**config.mk**
```make
export PLATFORM = sky130hd
export DESIGN_NAME = s_divider
export DESIGN_NICKNAME = d
export VERILOG_FILES = /design/src/rtl/s_divider.sv
export SDC_FILE = /design/constraint.sdc
export NUM_CORES = 1
export LEC_CHECK = 0
export ABC_AREA = 1
export CAP_MARGIN = 20
export CORE_MARGIN = 2
export CORE_UTILIZATION = 55
export CTS_BUF_LIST = sky130_fd_sc_hd__clkbuf_4 sky130_fd_sc_hd__clkbuf_8 sky130_fd_sc_hd__clkbuf_16
export CTS_CLUSTER_DIAMETER = 150
export DETAILED_ROUTE_END_ITERATION = 7
export GPL_TIMING_DRIVEN = 0
export PLACE_DENSITY = 0.87
export SLEW_MARGIN = 20
export SYNTH_ARGS = -nofsm -noshare
export SYNTH_HDL_FRONTEND = slang
export SYNTH_SLANG_ARGS = --single-unit
```
**constraint.sdc**
```tcl
create_clock -name clk -period 3.93 [get_ports clk]
set_input_delay 0.786 -clock clk [delete_from_list [all_inputs] [get_ports clk]]
set_output_delay 0.786 -clock clk [all_outputs]
set_load 0.05 [all_outputs]
```
**src/rtl/s_divider.sv**
```systemverilog
`default_nettype none
// ============================================================================
// Module      : s_divider
// Description : Sequential restoring (shift-subtract) unsigned divider that
//               produces one quotient bit per clock, with a start/busy/done
//               handshake. Optional macro S_DIVIDER_DBZ_FAST_EN makes a zero
//               divisor complete one edge after capture instead of running
//               all DW iterations.
// Revision    : 1.0 - initial release
// ============================================================================
module s_divider #(
    parameter int DW = 8,
    parameter int VW = 4
) (
    input  logic          clk,
    input  logic          reset,
    input  logic          start,
    input  logic [DW-1:0] dividend,
    input  logic [VW-1:0] divisor,
    output logic [DW-1:0] quotient,
    output logic [VW-1:0] remainder,
    output logic          busy,
    output logic          done,
    output logic          div_by_zero
);

    localparam int            CW         = (DW > 1) ? $clog2(DW) : 1;
    localparam logic [CW-1:0] c_CNT_INIT = CW'(DW - 1);

`ifdef S_DIVIDER_DBZ_FAST_EN
    localparam bit c_DBZ_FAST = 1'b1;
`else
    localparam bit c_DBZ_FAST = 1'b0;
`endif

    typedef enum logic [0:0] {
        S_IDLE = 1'b0,
        S_RUN  = 1'b1
    } state_t;

    state_t        r_state;
    state_t        w_state_next;
    logic          w_load;
    logic          w_step;
    logic          w_finish;

    logic [CW-1:0] r_cnt;
    logic [DW-1:0] r_q;
    logic [VW-1:0] r_d;
    logic [VW-1:0] r_rem;
    logic          r_dbz;

    logic [VW:0]   w_rshift;
    logic          w_ge;
    logic [VW-1:0] w_rnext;
    logic [DW-1:0] w_qnext;
    logic          w_dzero;
    logic [CW-1:0] w_cnt_load;

    // ------------------------------------------------------------------
    // Control FSM
    // ------------------------------------------------------------------
    always_ff @(posedge clk) begin
        if (reset) begin
            r_state <= S_IDLE;
        end else begin
            r_state <= w_state_next;
        end
    end

    always_comb begin
        w_state_next = r_state;
        w_load       = 1'b0;
        w_step       = 1'b0;
        w_finish     = 1'b0;
        case (r_state)
            S_IDLE: begin
                if (start) begin
                    w_load       = 1'b1;
                    w_state_next = S_RUN;
                end
            end
            S_RUN: begin
                w_step = 1'b1;
                if (r_cnt == '0) begin
                    w_finish     = 1'b1;
                    w_state_next = S_IDLE;
                end
            end
            default: w_state_next = S_IDLE;
        endcase
    end

    // ------------------------------------------------------------------
    // Shift-subtract step
    // ------------------------------------------------------------------
    // The stored partial remainder is always below the divisor, so it fits
    // VW bits; only the shifted value needs the extra bit for the compare.
    // The VW-bit subtraction is exact because the true difference is < d.
    always_comb begin
        w_rshift = {r_rem, r_q[DW-1]};
        w_ge     = (w_rshift >= {1'b0, r_d});
        w_rnext  = w_ge ? (w_rshift[VW-1:0] - r_d) : w_rshift[VW-1:0];
        w_qnext  = (r_q << 1) | DW'(w_ge);
    end

    // A fast zero-divisor completion just starts the counter at its last value.
    assign w_dzero    = (divisor == '0);
    assign w_cnt_load = (c_DBZ_FAST && w_dzero) ? '0 : c_CNT_INIT;

    // ------------------------------------------------------------------
    // Datapath and registered outputs
    // ------------------------------------------------------------------
    always_ff @(posedge clk) begin
        if (reset) begin
            r_cnt       <= '0;
            r_q         <= '0;
            r_d         <= '0;
            r_rem       <= '0;
            r_dbz       <= 1'b0;
            quotient    <= '0;
            remainder   <= '0;
            busy        <= 1'b0;
            done        <= 1'b0;
            div_by_zero <= 1'b0;
        end else begin
            done <= 1'b0;

            if (w_load) begin
                r_q   <= dividend;
                r_d   <= divisor;
                r_rem <= '0;
                r_dbz <= w_dzero;
                r_cnt <= w_cnt_load;
                busy  <= 1'b1;
            end

            if (w_step) begin
                r_q   <= w_qnext;
                r_rem <= w_rnext;
                r_cnt <= r_cnt - CW'(1);
            end

            if (w_finish) begin
                quotient    <= r_dbz ? '1 : w_qnext;
                remainder   <= r_dbz ? '0 : w_rnext;
                div_by_zero <= r_dbz;
                done        <= 1'b1;
                busy        <= 1'b0;
            end
        end
    end

endmodule
`default_nettype wire

```
Word level (Yosys, flattened, before mapping)
Cells that the tools add are included.
- register bits after elaboration: 36
- word-level logic and storage cells: 37
- output and inout bits: 15
- input bits: 15
- order comparisons: 1
- $add $sub $neg: 2
- reductions and logical operators: 4
- bitwise logic cells: 2
- muxes and demuxes: 17
- operators with widths (operator ; number):
    8-bit 2-to-1 mux ; 3
    4-bit 2-to-1 mux ; 4
    8-bit by 1-bit OR with 8-bit output ; 1
    1-bit 2-to-1 mux ; 7
    3-bit 2-to-1 mux ; 2
    5-bit by 4-bit >= comparator with 1-bit output ; 1
    4-bit logical NOT ; 1
    4-bit subtractor ; 1
    3-bit logical NOT ; 1
    3-bit by 1-bit subtractor with 3-bit output (second input constant) ; 1
    1-bit case mux with 2 select lines ; 1
    2-bit nonzero test ; 1
    2-bit OR reduction ; 1
    1-bit NOT ; 1

Longest topological paths before layout
- depth in word-level cells: 4
- mapped depth: 11
- gate-level depth less buffers: 11

Worst setup path after synthesis
Ideal clock, no wire load.
- kind: input to register
- start point: input reset
- end point: register quotient[0]
- required time: 3.810 ns
- arrival: 1.359 ns
- setup time: 0.120 ns
- cell stages on the path: 5
- buffers on the path: 2
- setup slack: 2.451 ns
- cells stage by stage: buf_2 > nor2_1 > buf_4 > nand2_1 > nand3_1
- RTL lines (element ; RTL line ; source):
    start, declared ; 16 ; input logic reset,
    end signal, assigned ; 145 ; quotient <= r_dbz ? '1 : w_qnext;
    end, declared ; 20 ; output logic [DW-1:0] quotient,

Final worst setup path
- start point: register remainder[2]
- end point: output remainder[2]
- RTL lines (element ; RTL line ; source):
    start, declared ; 21 ; output logic [VW-1:0] remainder,
    start signal, assigned ; 146 ; remainder <= r_dbz ? '0 : w_rnext;
No word-level cell between the ends.

==> out/qor.yml <==
power_density_nw_per_um2: 432.4
fp.dieW_um: 59.03
maxSlewHeadroom: 0.6668
ant_nets: 0
n_antenna_cell: 0
cts_num_sinks: 36
fin_crit_sh: 0.5803
htree_levels: 2
final_nets: 270
drc: 0
start_util: 0.5937
finalHoldViolCount: 0
drive_gt1_frac: 0.1573
cp_max_fo: 2
synth-seq-cells: 36
globalRouteMet2Util: 0.2937
port_buffers: 28
status: "finished clean"
arrival_ns: 1.49
grt_antenna_before_repair: 0
area.growth.synth_to_final_pct: 22.16
layout_commonest_cell: "nand2_1"
cts_root_buf: "clkbuf_4"
yosys-top-cells-area: "dfxtp_1, nand2_1, inv_1, ha_1, o21ai_0"
whs_ns: 0.4482
cts-resized-gates: 0
core_um2: 2805
crit_path_start_kind: "flip-flop"
clkLatencyLatePin_ns: 0.34
max_freq_mhz: 438.5
yosysWarnings: 0
holdBufCountCts: 0
synth_cell_type_count: 25
hold_path.class: "reg -> reg"
crit_buf_inv: 1
synth_largest_area_cell: "dfxtp_1"
timing.max_cap.violations: 0
numCtsBuffers: 5
die_h_um: 59.03
rsz0062_at_grt: "no"
hpwl_mm: 2.347
grt_start_max_net_pins: 11
synth_area_per_cell_um2: 7.819
drtIter0Drc: 40
crit_chain: "clkdlybuf4s50_1"
use_met1: 0.3008
fillers: 230
fin_worst_skew_ns: 0.01122
vias_per_cell: 5.039
worst_slew_pin_slew_ns: 0.4983
wl_per_cell_um: 11.39
grt_pass1_vias: 1207
setup-violations-final: 0
path_clk_slew_ns: 0.10
gp_congestion: 0.8250
setup.worst_path.class: "reg -> out"
cts_setup_buffers: 0
syn-num-nets: 235
first_pass_iters: 4
ys_seq_area_frac: 0.4328
cp_top_family: "buffers and inverters"
grt_usage: 0.2095
cp-end-kind: "primary output"
layout_common_cells: "nand2_1, dfxtp_1, clkdlybuf4s50_1"
fin_tns_setup_ns: 0
p_leak_nw: 0.9564
netlist_instances: 213
grt.overflow.total: 0
critPathMaxStageDelay_ns: 0.81
grtUsageMet3: 0.06550
dieArea_um2: 3484
ir_drop_mv: 0.2589
layout_min_cycle_time_ns: 2.281
cts_tree: "yes"
crit_slowest_cell: "clkdlybuf4s50_1"
top_usage_layer: "met1"
synth.top_cell.area_share: 0.4328
num_vias: 1406
wl_mm: 3.179
clockBufferDepth: 2
rows: 19
final-max-slew-violation-count: 0
io_pins: 30
grt_pass1_wl_mm: 5.361
syn_area_um2: 1665
required_ns: 3.14
==> logic make-up after synthesis <==
logic type / Yosys count / share of synthesized area
adders and majority gates: 7 / 0.05710
and+or+nand+nor: 97 / 0.2757
buffers and inverters: 36 / 0.09466
AOI/OAI and AO/OA: 36 / 0.1345
DFF: 36 / 0.4328
xor gates and xnor gates: 1 / 0.005260
==> final timing paths <==
check	depth (start not counted)	from	end	slack, ns
worst min-delay path	2	quotient[5]	quotient[5]	0.45
worst max register to register	8	r_q[7]	remainder[2]	2.35
worst min register to register	2	quotient[5]	quotient[5]	0.45
worst max-delay path	1	remainder[2]	remainder[2]	1.65
==> per-layer routing <==
metal	part of all wire	vias up
li1	-	743
met1	0.48	617
met2	0.44	40
met3	0.056	6
met5	0	-
met4	0.020	0
==> power breakdown <==
| group | switching, W | total [W] | leakage [nW] | internal (W) |
|---|---|---|---|---|
| clock network | 0.000118 | 0.000191 | 0.0315 | 0.0000728 |
| registers | 0.0000169 | 0.000409 | 0.295 | 0.000392 |
| logic | 0.000177 | 0.000280 | 0.630 | 0.000103 |
==> stage by stage <==
| stage | std cells | total power, W | setup slack, ns | instance area (um^2) | utilization |
|---|---|---|---|---|---|
| after CTS | 279 | 0.0008817 | 1.641 | 2034 | 0.7252 |
| final | 279 | 0.0008796 | 1.649 | 2034 | 0.7252 |
| after detailed placement | 272 | 0.0006962 | 1.940 | 1984 | 0.7074 |
| after floorplan | 213 | 0.0006303 | 2.451 | 1665 | - |
| after global placement | 272 | 0.0006908 | 1.933 | 1984 | 0.7074 |
| after global routing | 279 | 0.0009309 | 1.603 | 2034 | 0.7252 |
==> layout make-up <==
type	count	area, um^2	area share
buffer	8	52.55	0.02583
clock buffer	6	45.04	0.02214
clock inverter	1	5.005	0.002460
inverter	28	105.1	0.05166
multi-input combinational	141	787.0	0.3868
sequential	36	720.7	0.3542
tap	31	38.79	0.01907
timing repair buffer	28	280.3	0.1378
==> flip-flops by register name (all words and copies together) (netlist names) <==
name	flops
remainder	4
r_dbz	1
r_rem	4
r_d	4
r_cnt	3
div_by_zero	1
r_state	1
done	1
busy	1
quotient	8
r_q	8
==> synthesized netlist by cell type <==
master    number
nand2_1       66
dfxtp_1       36
inv_1         26
o21ai_0       11
nand3_1        8
a22oi_1        6
ha_1           6
nand2_2        6
nor2_1         6
a21oi_1        5
a21oi_2        5
buf_4          5
nand3_2        5
o21ai_1        5
nor2_4         3
a31oi_1        2
buf_2          2
inv_2          2
nand2_4        2
a221oi_1       1
clkbuf_2       1
fa_1           1
nor3_1         1
o21ai_2        1
xnor2_1        1
Note: power is estimated with default switching activity, not from simulation.
